## config.mk

```make
export PLATFORM = sky130hd
export DESIGN_NAME = mp_limb_adder_flat
export DESIGN_NICKNAME = d
export VERILOG_FILES = /design/src/rtl/mp_limb_adder_if.sv /design/src/rtl/mp_limb_adder.sv /design/src/flat_wrapper.sv
export SDC_FILE = /design/constraint.sdc
export NUM_CORES = 1
export LEC_CHECK = 0
export CAP_MARGIN = 20
export CORE_ASPECT_RATIO = 1.2
export CORE_MARGIN = 1.5
export CORE_UTILIZATION = 30
export CTS_CLUSTER_DIAMETER = 150
export DETAILED_ROUTE_END_ITERATION = 7
export PLACE_DENSITY = 0.64
export SYNTH_ARGS = -nofsm -noshare
export SYNTH_HDL_FRONTEND = slang
export SYNTH_SLANG_ARGS = --single-unit
```

## constraint.sdc

```tcl
create_clock -name clk -period 2.5 [get_ports clk]
set_input_delay 0.25 -clock clk [delete_from_list [all_inputs] [get_ports clk]]
set_output_delay 0.25 -clock clk [all_outputs]
set_load 0.01 [all_outputs]
```

## src/rtl/mp_limb_adder_if.sv

```systemverilog
// Limb-stream bus for mp_limb_adder: operand beats in, result limbs out.
// iSub is present only when MP_LIMB_SUBTRACT_EN is defined.
interface mp_limb_adder_if #(
  parameter int unsigned LIMB_WIDTH = 32
);
  logic                  iValid;
  logic                  oReady;
  logic [LIMB_WIDTH-1:0] iA;
  logic [LIMB_WIDTH-1:0] iB;
  logic                  iFirst;
  logic                  iLast;
  logic                  iC;
`ifdef MP_LIMB_SUBTRACT_EN
  logic                  iSub;
`endif
  logic                  oValid;
  logic                  iReady;
  logic [LIMB_WIDTH-1:0] oSum;
  logic                  oLast;
  logic                  oC;
  logic                  oErr;

  modport master (
    output iValid, iA, iB, iFirst, iLast, iC,
`ifdef MP_LIMB_SUBTRACT_EN
    output iSub,
`endif
    output iReady,
    input  oReady, oValid, oSum, oLast, oC, oErr
  );

  modport slave (
    input  iValid, iA, iB, iFirst, iLast, iC,
`ifdef MP_LIMB_SUBTRACT_EN
    input  iSub,
`endif
    input  iReady,
    output oReady, oValid, oSum, oLast, oC, oErr
  );
endinterface

```

## src/rtl/mp_limb_adder.sv

```systemverilog
// Multi-precision limb adder: 4-bit carry-lookahead groups rippled across the limb,
// limb carry chained through a register. Define MP_LIMB_SUBTRACT_EN to add A-B support.
module mp_limb_adder #(
  parameter int unsigned LIMB_WIDTH = 32
) (
  input logic            clk,
  input logic            rst_n,
  mp_limb_adder_if.slave bus
);
  localparam int unsigned NumGroups = LIMB_WIDTH / 4;

  typedef enum logic [0:0] {StIdle, StBusy} state_e;

  state_e                state_q, state_d;
  logic                  carry_q;
  logic                  out_valid_q;
  logic [LIMB_WIDTH-1:0] sum_q;
  logic                  oc_q;
  logic                  last_q;
  logic                  err_q;

  logic                  accept;
  logic                  start;
  logic                  err_set;
  logic                  cin;
  logic [LIMB_WIDTH-1:0] b_eff;
  logic [LIMB_WIDTH-1:0] gen;
  logic [LIMB_WIDTH-1:0] prop;
  logic [LIMB_WIDTH-1:0] int_carry;
  logic [LIMB_WIDTH-1:0] sum;
  logic                  cout;

  // Carries into bits 1..4 of a group, fully expanded from the group carry-in.
  function automatic logic [3:0] cla4(input logic [3:0] g, input logic [3:0] p,
                                      input logic ci);
    logic [3:0] c;
    c[0] = g[0] | (p[0] & ci);
    c[1] = g[1] | (p[1] & g[0]) | (p[1] & p[0] & ci);
    c[2] = g[2] | (p[2] & g[1]) | (p[2] & p[1] & g[0]) | (p[2] & p[1] & p[0] & ci);
    c[3] = g[3] | (p[3] & g[2]) | (p[3] & p[2] & g[1]) | (p[3] & p[2] & p[1] & g[0])
         | (p[3] & p[2] & p[1] & p[0] & ci);
    return c;
  endfunction

  assign bus.oReady = ~out_valid_q | bus.iReady;
  assign accept     = bus.iValid & bus.oReady;

  // Framing: a beat starts a new operation in IDLE, or in BUSY when iFirst restarts it.
  always_comb begin
    state_d = state_q;
    start   = 1'b1;
    err_set = 1'b0;
    unique case (state_q)
      StIdle: begin
        start = 1'b1;
        if (accept) begin
          err_set = ~bus.iFirst;
          state_d = bus.iLast ? StIdle : StBusy;
        end
      end
      StBusy: begin
        start = bus.iFirst;
        if (accept) begin
          err_set = bus.iFirst;
          state_d = bus.iLast ? StIdle : StBusy;
        end
      end
      default: begin
        state_d = StIdle;
      end
    endcase
  end

`ifdef MP_LIMB_SUBTRACT_EN
  logic sub_q;
  logic sub_eff;

  assign sub_eff = start ? bus.iSub : sub_q;
  assign b_eff   = sub_eff ? ~bus.iB : bus.iB;
  assign cin     = start ? (bus.iSub | bus.iC) : carry_q;

  always_ff @(posedge clk or negedge rst_n) begin
    if (!rst_n) begin
      sub_q <= 1'b0;
    end else if (accept && start) begin
      sub_q <= bus.iSub;
    end
  end
`else
  assign b_eff = bus.iB;
  assign cin   = start ? bus.iC : carry_q;
`endif

  assign gen  = bus.iA & b_eff;
  assign prop = bus.iA ^ b_eff;

  always_comb begin
    logic       c_run;
    logic [3:0] c4;
    int_carry = '0;
    c4        = '0;
    c_run     = cin;
    for (int k = 0; k < int'(NumGroups); k++) begin
      c4                  = cla4(gen[4*k +: 4], prop[4*k +: 4], c_run);
      int_carry[4*k +: 4] = {c4[2:0], c_run};
      c_run               = c4[3];
    end
    cout = c_run;
  end

  assign sum = prop ^ int_carry;

  always_ff @(posedge clk or negedge rst_n) begin
    if (!rst_n) begin
      state_q <= StIdle;
      err_q   <= 1'b0;
    end else begin
      state_q <= state_d;
      err_q   <= err_q | err_set;
    end
  end

  // Output data only moves on accept, so it is frozen while the consumer stalls.
  always_ff @(posedge clk or negedge rst_n) begin
    if (!rst_n) begin
      carry_q     <= 1'b0;
      out_valid_q <= 1'b0;
      sum_q       <= '0;
      oc_q        <= 1'b0;
      last_q      <= 1'b0;
    end else if (accept) begin
      carry_q     <= bus.iLast ? 1'b0 : cout;
      out_valid_q <= 1'b1;
      sum_q       <= sum;
      oc_q        <= cout;
      last_q      <= bus.iLast;
    end else if (bus.iReady) begin
      out_valid_q <= 1'b0;
    end
  end

  assign bus.oValid = out_valid_q;
  assign bus.oSum   = sum_q;
  assign bus.oC     = oc_q;
  assign bus.oLast  = last_q;
  assign bus.oErr   = err_q;
endmodule

```

## src/flat_wrapper.sv

```systemverilog
// flat-port wrapper written by rule: the top's interface ports become plain ports
module mp_limb_adder_flat 
#(
  parameter int unsigned LIMB_WIDTH = 32
)
  (clk, rst_n, bus_iValid, bus_iA, bus_iB, bus_iFirst, bus_iLast, bus_iC, bus_iReady, bus_oReady, bus_oValid, bus_oSum, bus_oLast, bus_oC, bus_oErr);
  mp_limb_adder_if #(.LIMB_WIDTH(LIMB_WIDTH)) bus_i ();
  input logic clk;
  input logic rst_n;
  input wire logic [$bits(bus_i.iValid)-1:0] bus_iValid;
  input wire logic [$bits(bus_i.iA)-1:0] bus_iA;
  input wire logic [$bits(bus_i.iB)-1:0] bus_iB;
  input wire logic [$bits(bus_i.iFirst)-1:0] bus_iFirst;
  input wire logic [$bits(bus_i.iLast)-1:0] bus_iLast;
  input wire logic [$bits(bus_i.iC)-1:0] bus_iC;
  input wire logic [$bits(bus_i.iReady)-1:0] bus_iReady;
  output wire logic [$bits(bus_i.oReady)-1:0] bus_oReady;
  output wire logic [$bits(bus_i.oValid)-1:0] bus_oValid;
  output wire logic [$bits(bus_i.oSum)-1:0] bus_oSum;
  output wire logic [$bits(bus_i.oLast)-1:0] bus_oLast;
  output wire logic [$bits(bus_i.oC)-1:0] bus_oC;
  output wire logic [$bits(bus_i.oErr)-1:0] bus_oErr;
  assign bus_i.iValid = bus_iValid;
  assign bus_i.iA = bus_iA;
  assign bus_i.iB = bus_iB;
  assign bus_i.iFirst = bus_iFirst;
  assign bus_i.iLast = bus_iLast;
  assign bus_i.iC = bus_iC;
  assign bus_i.iReady = bus_iReady;
  assign bus_oReady = bus_i.oReady;
  assign bus_oValid = bus_i.oValid;
  assign bus_oSum = bus_i.oSum;
  assign bus_oLast = bus_i.oLast;
  assign bus_oC = bus_i.oC;
  assign bus_oErr = bus_i.oErr;
  mp_limb_adder #(.LIMB_WIDTH(LIMB_WIDTH)) u_core (.clk(clk), .rst_n(rst_n), .bus(bus_i));
endmodule
```

==> results.sh <==
export IMPL_outcome="complete, no violations"
export IMPL_cts_made_buffers=5
export IMPL_multiInputGateArea_um2=2290
export IMPL_cts_clk_slew_worst_paths_ps=60
export IMPL_whs_ps=110
export IMPL_power_frac_seq=0.301
export IMPL_yosysSeqAreaShare=0.321
export IMPL_slowest_stage="dfrtp_1"
export IMPL_postSynth_asyncResetShare=1.00
export IMPL_endpoint_kind="register"
export IMPL_dieWidth_um=93.7
export IMPL_slew_violations=0
export IMPL_clock_latency_ps=280
export IMPL_critical_path_top_delay_family="compound AO/OA/AOI/OAI gates"
export IMPL_power_internal_mw=1.86
export IMPL_slew_headroom=0.391
export IMPL_synth_enable_flop_cells=0
export IMPL_cp_num_buf_inv=0
export IMPL_finalWirelength_um=8990
export IMPL_track_usage=0.174
export IMPL_synth_top_cell_by_area="dfrtp_1"
export IMPL_ctsHtreeMaxLevel=2
export IMPL_synth_top_area_share=0.321
export IMPL_grt_pass1_wl_um=14700
export IMPL_nNetsFinal=626
export IMPL_synthDistinctLibCells=52
export IMPL_wl_per_cell_um=14.1
export IMPL_syn_area_per_cell_um2=8.87
export IMPL_clockRootBuffer="clkbuf_16"
export IMPL_slowest_delay_ps=400
export IMPL_critical_path_arrival_ps=2690
export IMPL_syn_num_nets=446
export IMPL_grt_max_degree=39
export IMPL_layout_drive_gt1_share=0.262
export IMPL_required_ps=2710
export IMPL_grt_pass1_vias=3242
export IMPL_critPathKind="register to register"
export IMPL_dr_pass1_iters=4
export IMPL_final_hold_viol_count=0
export IMPL_synth_most_common_cell="nand2_1"
export IMPL_worstPathMaxFanout=4
export IMPL_worst_setup_path_start_kind="register"
export IMPL_ys_ff_latch=38
export IMPL_fillers=919
export IMPL_rsz0062_at_grt="yes"
export IMPL_start_util=0.310
export IMPL_antenna_found_initial=0
export IMPL_fin_crit_sh=0.993
export IMPL_setup_viol=0
export IMPL_dieArea_um2=10500
export IMPL_netlist_top_cells_area="dfrtp_1 (32%), ha_1 (14%), nand2_1 (7.6%)"
export IMPL_p_comb_frac=0.432
export IMPL_dieHeight_um=112
export IMPL_drc=0
export IMPL_power_total_mw=2.69
export IMPL_synth_common_cells="nand2_1 (60), dfrtp_1 (38), ha_1 (33)"
export IMPL_p_leak_nw=2.34
export IMPL_diodes=0
export IMPL_switching_share=0.308
export IMPL_fp_row_count=39
export IMPL_syn_inst=334
export IMPL_syn2layout_area_growth_pct=76.0
export IMPL_cts_tree="built"
export IMPL_num_vias=3158
export IMPL_gp_congestion=0.851
export IMPL_fin_skew_ps=7.30
export IMPL_clock_fmax_ghz=0.403
export IMPL_cp_cell_sequence="ha_2 -> mux2_4 -> and4_4 -> o21ai_4 -> a211oi_2 -> o21a_1 -> or2_4 -> fa_2 -> xnor2_2 -> o21ai_1"
export IMPL_hp_class="input pin to async pin"
export IMPL_layout_core_utilization=0.545
export IMPL_yosys_warnings=0
export IMPL_worst_path_stages=10
export IMPL_core_area_um2=9560
export IMPL_postCtsHoldBufs=0
export IMPL_tns_ps=0
export IMPL_syn_cell_area_um2=2960
export IMPL_power_density_nw_per_um2=516
export IMPL_final_antenna_net_count=0
export IMPL_ff2ff_path_depth=10
export IMPL_cts_sinks=38
export IMPL_p_switching_mw=0.828
export IMPL_synth_top_flop_cell="dfrtp_1"
export IMPL_regArea_um2=951
export IMPL_port_buffers=107
export IMPL_pin_count=108
export IMPL_drt_iter0_drc=104
export IMPL_maxCapViolations=0
export IMPL_worst_pin_slew_ps=914
export IMPL_min_period_ps=2480
export IMPL_via_per_inst=4.95
export IMPL_clkPwrFrac=0.267
export IMPL_grt_overflow_total=0
export IMPL_clockBufferDepth=2
export IMPL_dp_hpwl_um=6930
export IMPL_ir_drop_uv=279
sequential cells by signal (all words and copies together), names as in the netlist, named ones only:
name and count:
u_core.bus.oErr 1, u_core.carry_q 1, u_core.bus.oSum 32, u_core.bus.oLast 1, u_core.bus.oC 1, u_core.bus.oValid 1
power by group through the flow:
stage	combinational, mW	clock (mW)	sequential (mW)
6_report	1.16	0.719	0.810
5_1_grt	1.28	0.771	0.827
4_1_cts	1.13	0.735	0.813
3_5_place_dp	1.08	0	0.822
3_3_place_gp	1.06	0	0.819
2_1_floorplan	0.430	0	0.867
through the flow:
stage          instance area, µm²  cells  worst slack, ps
3_3_place_gp                 4680    620             -436
4_1_cts                      5050    634            -69.4
6_report                     5210    638             18.4
3_5_place_dp                 4680    620             -508
5_1_grt                      5210    638             -117
2_1_floorplan                3020    334             37.5
routing by layer:
| layer | global-route usage | wire [µm] | vias up |
|---|---|---|---|
| met1 | 0.220 | 3810 | 1512 |
| li1 | - | - | 1569 |
| met2 | 0.311 | 4770 | 71 |
| met3 | 0.0260 | 335 | 6 |
| met4 | 0.0348 | 70 | 0 |
| met5 | 0 | 0 | - |
logic make-up after synthesis:
family | share of synthesized area
XOR/XNOR | 0.0325
flip-flops | 0.321
AND/OR/NAND/NOR | 0.202
multiplexers | 0.00844
adder cells (fa/ha/maj) | 0.193
buffers and inverters | 0.0245
AO/OA/AOI/OAI | 0.218
final timing paths:
| check | slack [ps] | from | endpoint |
|---|---|---|---|
| min | 110 | rst_n | u_core.bus.oSum[9]$_DFFE_PN0P_ |
| min in group clk | 470 | u_core.bus.oErr$_DFF_PN0_ | u_core.bus.oErr$_DFF_PN0_ |
| max in group asynchronous | 1820 | rst_n | u_core.bus.oSum[2]$_DFFE_PN0P_ |
| max | 20 | register | u_core.bus.oSum[21]$_DFFE_PN0P_ |
| min reg2reg | 470 | u_core.bus.oErr$_DFF_PN0_ | u_core.bus.oErr$_DFF_PN0_ |
| max reg2reg | 20 | register | u_core.bus.oSum[21]$_DFFE_PN0P_ |
cell usage in the layout (no fill, tap or decap), types with 6 or more instances in the layout:
master           netlist  layout
clkdlybuf4s50_1        0      76
buf_4                  0      75
dlygate4sd2_1          0      23
dlymetal6s2s_1         0       7
ha_4                   0      12
inv_1                 10      10
a21o_1                11      11
nor3_1                 8       6
nand3_1               13      11
ha_1                  33      18
a21oi_1               19      13
dfrtp_1               38      38
nor2_1                14      13
o21ai_0               22      19
nand2_1               60      59
xnor2_1               11      10
fa_1                   8       7
final cells by class:
type	instances	share of cell area
repair buffers	182	0.310
clock inverters	3	0.00768
well taps	123	0.0295
inverters	10	0.00720
flip-flops and latches	38	0.182
clock buffers	5	0.0240
multi-input cells	277	0.439
timing repair:
item | CTS | global route
cloned | 0 | 0
pin swaps | 23 | 19
resized for setup | 50 | 25
setup buffers | 6 | 4
setup endpoints to repair | 7 | 13
(Power assumes the default switching activity.)
